**src/rtl/stream_feeder.sv**
```systemverilog
// stream_feeder: per-channel script replayer driving CNN buffer write ports via wen/ready.
// Optional feature: define STREAM_FEEDER_TAIL_EN to append flag-marked flush words per channel.
module stream_feeder #(
  parameter int unsigned DATA_WIDTH   = 18,
  parameter int unsigned CHANNELS     = 3,
  parameter int unsigned SCRIPT_DEPTH = 32,
  parameter int unsigned ADDR_WIDTH   = $clog2(SCRIPT_DEPTH),
  parameter int unsigned GAP_WIDTH    = 8,
  parameter int unsigned TAIL_WIDTH   = 5,
  parameter int unsigned CH_WIDTH     = (CHANNELS > 1) ? $clog2(CHANNELS) : 1
) (
  input  logic                                         clk,
  input  logic                                         reset,
  input  logic                                         load_en,
  input  logic [CH_WIDTH-1:0]                          load_ch,
  input  logic [ADDR_WIDTH-1:0]                        load_addr,
  input  logic                                         load_kind,
  input  logic [DATA_WIDTH-1:0]                        load_data,
  input  logic [CHANNELS*(ADDR_WIDTH+1)-1:0]           length,
  input  logic [GAP_WIDTH-1:0]                         gap,
  input  logic [TAIL_WIDTH-1:0]                        tail_len,
  input  logic                                         start,
  output logic [CHANNELS*DATA_WIDTH-1:0]               out_data,
  output logic [CHANNELS-1:0]                          out_wen,
  input  logic [CHANNELS-1:0]                          out_ready,
  output logic                                         busy,
  output logic                                         done,
  output logic [CHANNELS*(ADDR_WIDTH+TAIL_WIDTH+1)-1:0] xfer_count
);

  localparam int unsigned LenW  = ADDR_WIDTH + 1;
  localparam int unsigned XferW = ADDR_WIDTH + TAIL_WIDTH + 1;

  typedef enum logic [2:0] {
    StIdle, StFetch, StDrive, StGap, StSkip, StTail, StFin
  } state_e;

  // {kind, data}; deliberately not reset so scripts survive a reset
  logic [DATA_WIDTH:0] script_q [CHANNELS][SCRIPT_DEPTH];

  logic [CHANNELS-1:0] running;
  logic [CHANNELS-1:0] fin_vec;
  logic                all_fin;
  logic                done_q;

  assign busy    = |running;
  assign all_fin = &fin_vec;
  assign done    = done_q;

  always_ff @(posedge clk) begin
    if (load_en && !busy && (32'(load_ch) < CHANNELS)) begin
      script_q[load_ch][load_addr] <= {load_kind, load_data};
    end
  end

  always_ff @(posedge clk or negedge reset) begin
    if (!reset) done_q <= 1'b0;
    else        done_q <= all_fin;
  end

`ifndef STREAM_FEEDER_TAIL_EN
  logic unused_tail_len;
  assign unused_tail_len = ^tail_len;
`endif

  for (genvar c = 0; c < CHANNELS; c++) begin : g_ch
    state_e                state_q, state_d, adv_state;
    logic [LenW-1:0]       ptr_q, ptr_d, len_q, len_d, next_ptr, len_in;
    logic [GAP_WIDTH-1:0]  gap_q, gap_d, cnt_q, cnt_d;
    logic [DATA_WIDTH-1:0] word_q, word_d;
    logic [XferW-1:0]      xfer_q, xfer_d;
    logic [DATA_WIDTH:0]   entry;
`ifdef STREAM_FEEDER_TAIL_EN
    logic                  in_tail_q, in_tail_d;
    logic [TAIL_WIDTH-1:0] idx_q, idx_d, tlen_q, tlen_d;
`endif

    assign len_in = length[c*LenW +: LenW];
    assign entry  = script_q[c][ptr_q[ADDR_WIDTH-1:0]];

    // Where to go once the current entry (or tail word) is finished
    always_comb begin
      next_ptr = (state_q == StFetch) ? ptr_q + LenW'(1) : ptr_q;
`ifdef STREAM_FEEDER_TAIL_EN
      if (in_tail_q)              adv_state = (idx_q < tlen_q) ? StTail : StFin;
      else if (next_ptr < len_q)  adv_state = StFetch;
      else                        adv_state = (tlen_q != '0) ? StTail : StFin;
`else
      adv_state = (next_ptr < len_q) ? StFetch : StFin;
`endif
    end

    always_comb begin
      state_d = state_q;
      ptr_d   = ptr_q;
      len_d   = len_q;
      gap_d   = gap_q;
      cnt_d   = cnt_q;
      word_d  = word_q;
      xfer_d  = xfer_q;
`ifdef STREAM_FEEDER_TAIL_EN
      in_tail_d = in_tail_q;
      idx_d     = idx_q;
      tlen_d    = tlen_q;
`endif
      case (state_q)
        StIdle: begin
          if (start && !busy) begin
            len_d  = len_in;
            gap_d  = gap;
            ptr_d  = '0;
            xfer_d = '0;
`ifdef STREAM_FEEDER_TAIL_EN
            tlen_d    = tail_len;
            idx_d     = '0;
            in_tail_d = 1'b0;
`endif
            if (len_in != '0) state_d = StFetch;
`ifdef STREAM_FEEDER_TAIL_EN
            else if (tail_len != '0) state_d = StTail;
`endif
            else state_d = StFin;
          end
        end
        StFetch: begin
          word_d = entry[DATA_WIDTH-1:0];
          ptr_d  = next_ptr;
          if (entry[DATA_WIDTH]) begin
            state_d = StDrive;
          end else if (entry[GAP_WIDTH-1:0] != '0) begin
            cnt_d   = entry[GAP_WIDTH-1:0] - GAP_WIDTH'(1);
            state_d = StSkip;
          end else begin
            state_d = adv_state;
          end
        end
        StDrive: begin
          if (out_ready[c]) begin
            xfer_d = xfer_q + XferW'(1);
            if (gap_q != '0) begin
              cnt_d   = gap_q - GAP_WIDTH'(1);
              state_d = StGap;
            end else begin
              state_d = adv_state;
            end
          end
        end
        StGap, StSkip: begin
          if (cnt_q == '0) state_d = adv_state;
          else             cnt_d   = cnt_q - GAP_WIDTH'(1);
        end
        StTail: begin
`ifdef STREAM_FEEDER_TAIL_EN
          word_d                 = '0;
          word_d[DATA_WIDTH-1]   = (idx_q == '0);
          word_d[DATA_WIDTH-2]   = (idx_q == tlen_q - TAIL_WIDTH'(1));
          idx_d                  = idx_q + TAIL_WIDTH'(1);
          state_d                = StDrive;
`else
          state_d = StFin;
`endif
        end
        StFin: begin
          if (all_fin) state_d = StIdle;
        end
        default: state_d = StIdle;
      endcase
`ifdef STREAM_FEEDER_TAIL_EN
      if (state_d == StTail) in_tail_d = 1'b1;
`endif
    end

    always_ff @(posedge clk or negedge reset) begin
      if (!reset) begin
        state_q <= StIdle;
        ptr_q   <= '0;
        len_q   <= '0;
        gap_q   <= '0;
        cnt_q   <= '0;
        word_q  <= '0;
        xfer_q  <= '0;
`ifdef STREAM_FEEDER_TAIL_EN
        in_tail_q <= 1'b0;
        idx_q     <= '0;
        tlen_q    <= '0;
`endif
      end else begin
        state_q <= state_d;
        ptr_q   <= ptr_d;
        len_q   <= len_d;
        gap_q   <= gap_d;
        cnt_q   <= cnt_d;
        word_q  <= word_d;
        xfer_q  <= xfer_d;
`ifdef STREAM_FEEDER_TAIL_EN
        in_tail_q <= in_tail_d;
        idx_q     <= idx_d;
        tlen_q    <= tlen_d;
`endif
      end
    end

    assign out_wen[c]                        = (state_q == StDrive);
    assign out_data[c*DATA_WIDTH +: DATA_WIDTH] = (state_q == StDrive) ? word_q : '0;
    assign xfer_count[c*XferW +: XferW]      = xfer_q;
    assign running[c]                        = (state_q != StIdle);
    assign fin_vec[c]                        = (state_q == StFin);
  end

endmodule

```
**config.mk**
```make
export PLATFORM = sky130hd
export DESIGN_NAME = stream_feeder
export DESIGN_NICKNAME = d
export VERILOG_FILES = /design/src/rtl/stream_feeder.sv
export SDC_FILE = /design/constraint.sdc
export NUM_CORES = 2
export LEC_CHECK = 0
export BUFFER_PORTS_ARGS = -buffer_cell sky130_fd_sc_hd__buf_2
export CAP_MARGIN = 15
export CORE_MARGIN = 2
export CORE_UTILIZATION = 60
export CTS_BUF_LIST = sky130_fd_sc_hd__clkbuf_8
export DETAILED_ROUTE_END_ITERATION = 10
export GPL_ROUTABILITY_DRIVEN = 0
export PLACE_DENSITY = 0.77
export SYNTH_ARGS = -nofsm -noshare
export SYNTH_HDL_FRONTEND = slang
export SYNTH_SLANG_ARGS = --single-unit
```
**constraint.sdc**
```tcl
create_clock -name clk -period 6 [get_ports clk]
set_input_delay 1.8 -clock clk [delete_from_list [all_inputs] [get_ports clk]]
set_output_delay 1.8 -clock clk [all_outputs]
set_load 0.03 [all_outputs]
```
==> results.ini <==
[status]
status=finished, final reports clean

[sta]
slew_viol_final=0
skew_ps=51.2
setup_viol=0
fmax_ghz=0.200
slew-limit-headroom_pct=19.3
hold_viol=0
tightest_slew_ps=1210
setup_tns_ps=0
finalCritPeriodShare_pct=83.2
fin_crit_ps=4990
rsz0062_at_grt=no

[place]
dp_hpwl_um=107000
port_buffers=150
dp_cells=5947
place_area_mm2=0.0834

[yosys]
synth_area_leaders=edfxtp_1 (68%), mux4_2 (14%), dfrtp_1 (5.7%), nand2_1 (1.3%), mux2i_1 (1.2%)
synth-simple-area-share_pct=4.50
synth-xor-area-share_pct=0.504
synth-main-ff-cell=edfxtp_1
synth_compound_gate_area_share_pct=3.23
async_flop_share_pct=9.03
syn_area_mm2=0.0800
synth.area.mux_share_pct=15.7
synth_top_area_share_pct=68.5
synth_nets=4202
synthAdderAreaFrac_pct=0.422
synth_top_family_by_area=multiplexers
yosysSeqAreaShare_pct=74.1
ys_seq_elements=2005
synth.avg_cell_area_um2=19.5
yosys.area.top_type=edfxtp_1
synth-edff-count=1824
syn_inst=4111
yosysWarnings=0
ys_types=79

[detailed_routing]
wl_per_cell_um=28.5
route.vias.total=42200
route.detailed.drc=0
via_per_inst=6.49
drtIter0Drc=5261
first_pass_iters=6
wl_um=186000
ant_nets=0

[clock_tree]
cts_root_buf=clkbuf_8
cts_setup_buffers=0
tritoncts=yes
htreeDepth=5
cts-buffers-inserted=323
cts_resized=0
clock_latency_ps=980
holdBufCountCts=0
clkSinkCount=2005
clk_pin_slew_worst_paths_ps=50
clock_path_buffers=4

[floorplan]
die_y_um=369
start_util_pct=60.6
num_rows=133
io_pins=156
die-area_mm2=0.136
die_width_um=369
coreArea_mm2=0.132

[layout]
area_growth_pct=11.4
fin_nets=4609
final_layout_size_suffix_gt1_share_pct=27.8
register_area_mm2=0.0593
final_area_mm2=0.0891
layout_commonest_cell=edfxtp_1
mostFrequentLayoutCells=edfxtp_1 (1824), mux4_2 (484), clkbuf_8 (338), nand2_1 (279), dfrtp_1 (171)
fill_cells=8186
final_cells=6510
multi_input_area_mm2=0.0198

[power]
power.share.combinational_pct=26.2
power_density_mw_per_mm2=416
seq_power_share_pct=45.4
switching_share_pct=31.1
clockPowerShare_pct=28.3
switching_power_w=0.0115
vdd_drop_max_mv=0.320
p_leak_nw=29.6
p_int_w=0.0256

[worst_setup_path]
rr_worst_depth=16
critPathMaxStageDelay_ps=660
crit_path_end_kind=output pin
slowest_stage=dfrtp_1
cp_top_family=simple AND/OR/NAND/NOR gates
worstSetupPathType=reg2out
critPathRequiredTime_ps=4200
crit_fanout=20
cp_cell_sequence=nand2b_1 > nor2_2 > buf_4 > and2_1 > buf_2
cp.depth=5
cp-start-kind=register
critPathBufInv=2
worstPathArrival_ps=3190

[global_route]
grt.total_usage_pct=27.6
overflow=0
grt_pass1_vias=41900
grt_max_degree=97
antenna_found_initial=7
grt_pass1_wl_um=273000

[run]
maxCapViolCount=0

[min_path]
hold-path-cell-count=2
hold_path.class=reg2reg

-- per-stage QoR --
stage | util (%) | hold WS (ps) | total power (W) | setup slack (ps)
after floorplan | - | 437 | 0.0238 | 2170
after global placement | 63.2 | 456 | 0.0266 | 1620
after detailed placement | 63.2 | 457 | 0.0268 | 1570
after CTS | 67.5 | 470 | 0.0372 | 935
after global routing | 67.5 | 494 | 0.0386 | 803
final | 67.6 | 466 | 0.0371 | 1010
-- cell usage after synthesis (10+ instances only) --
cell and instances:
a21oi_1 51, nor3b_1 12, or3_1 16, nand2b_1 19
buf_2 41, a211o_1 11, a211oi_1 13, mux4_1 13
nor2b_1 16, buf_4 14, mux2_2 13, nor3_1 20
ha_1 27, inv_1 34, nor4_1 17, a22o_1 15
nand3_1 45, clkbuf_1 115, and2_1 40, o21ai_0 94
nor2_1 212, dfrtp_1 181, xor2_1 31, mux2i_1 92
buf_1 33, mux2_1 12, nand3b_1 14, xnor2_1 15
edfxtp_1 1824, buf_6 13, o211ai_1 10, o22ai_1 39
a31oi_1 27, a22oi_1 18, mux4_2 484, and3_1 29
nand2_1 281, nand4_1 24, o221ai_1 21
-- registers in the layout (all words and copies together), names as in the netlist --
name          flops
g_ch.xfer_q      33
done              1
g_ch.state_q      9
g_ch.len_q       18
g_ch.gap_q       24
g_ch.word_q      54
g_ch.cnt_q       24
g_ch.ptr_q       18
script_q       1824
-- worst reg2reg max path: stages, from the launching register on --
cell and delay [ps]:
dfrtp_1 710, buf_4 450, nand2b_1 170, buf_4 390, inv_1 400, nand2_1 190, nand2_1 70, ha_1 260
a21boi_0 120, o21a_1 170, o21a_1 160, o21a_1 170, o21a_1 260, nor4_1 310, o32ai_1 150, a211oi_1 230
o31ai_1 90
-- worst paths after layout --
path / from / endpoint / slack [ps]
worst max-delay path: g_ch[1].state_q[0]$_DFFE_PN0P_ / out_data[29] / 1010
worst min-delay path: g_ch[1].word_q[0]$_DFFE_PN0N_ / g_ch[1].word_q[0]$_DFFE_PN0N_ / 470
worst max register to register: g_ch[0].state_q[1]$_DFFE_PN0P_ / g_ch[0].state_q[2]$_DFFE_PN0P_ / 1580
worst min register to register: g_ch[1].word_q[0]$_DFFE_PN0N_ / g_ch[1].word_q[0]$_DFFE_PN0N_ / 470
max in group asynchronous: reset / g_ch[1].ptr_q[0]$_DFFE_PN0P_ / 3920
min in group asynchronous: reset / g_ch[2].word_q[13]$_DFFE_PN0N_ / 810
-- cell type report --
cell class | count | area share (%)
sequential | 2005 | 66.6
tap | 1755 | 2.46
clock inverter | 219 | 1.17
clock buffer | 337 | 5.20
antenna | 6 | 0.0168
inverter | 39 | 0.164
multi-input combinational | 1848 | 22.2
timing repair buffer | 301 | 2.25
-- power by group through the flow --
stage	sequential (W)	combinational, W	clock [W]
2_1_floorplan	0.0164	0.00742	0
3_3_place_gp	0.0171	0.00946	0
3_5_place_dp	0.0171	0.00964	0
4_1_cts	0.0169	0.00969	0.0107
5_1_grt	0.0170	0.0103	0.0113
6_report	0.0169	0.00972	0.0105
-- routing by layer --
layer	GRT usage [%]	routed length, um
met1	40.1	74100
met2	42.6	88600
met3	5.63	17900
met4	9.07	5070
met5	0	13
-- logic make-up (layout without fill, tap and decap cells) --
group	after synthesis	in the layout
multiplexers	622	622
flip-flops	2005	2005
XOR/XNOR	46	46
AND/OR/NAND/NOR	773	773
adder cells (fa/ha/maj)	27	27
other	0	6
buffers and inverters	258	896
AO/OA/AOI/OAI	380	380
(Power assumes the default switching activity.)
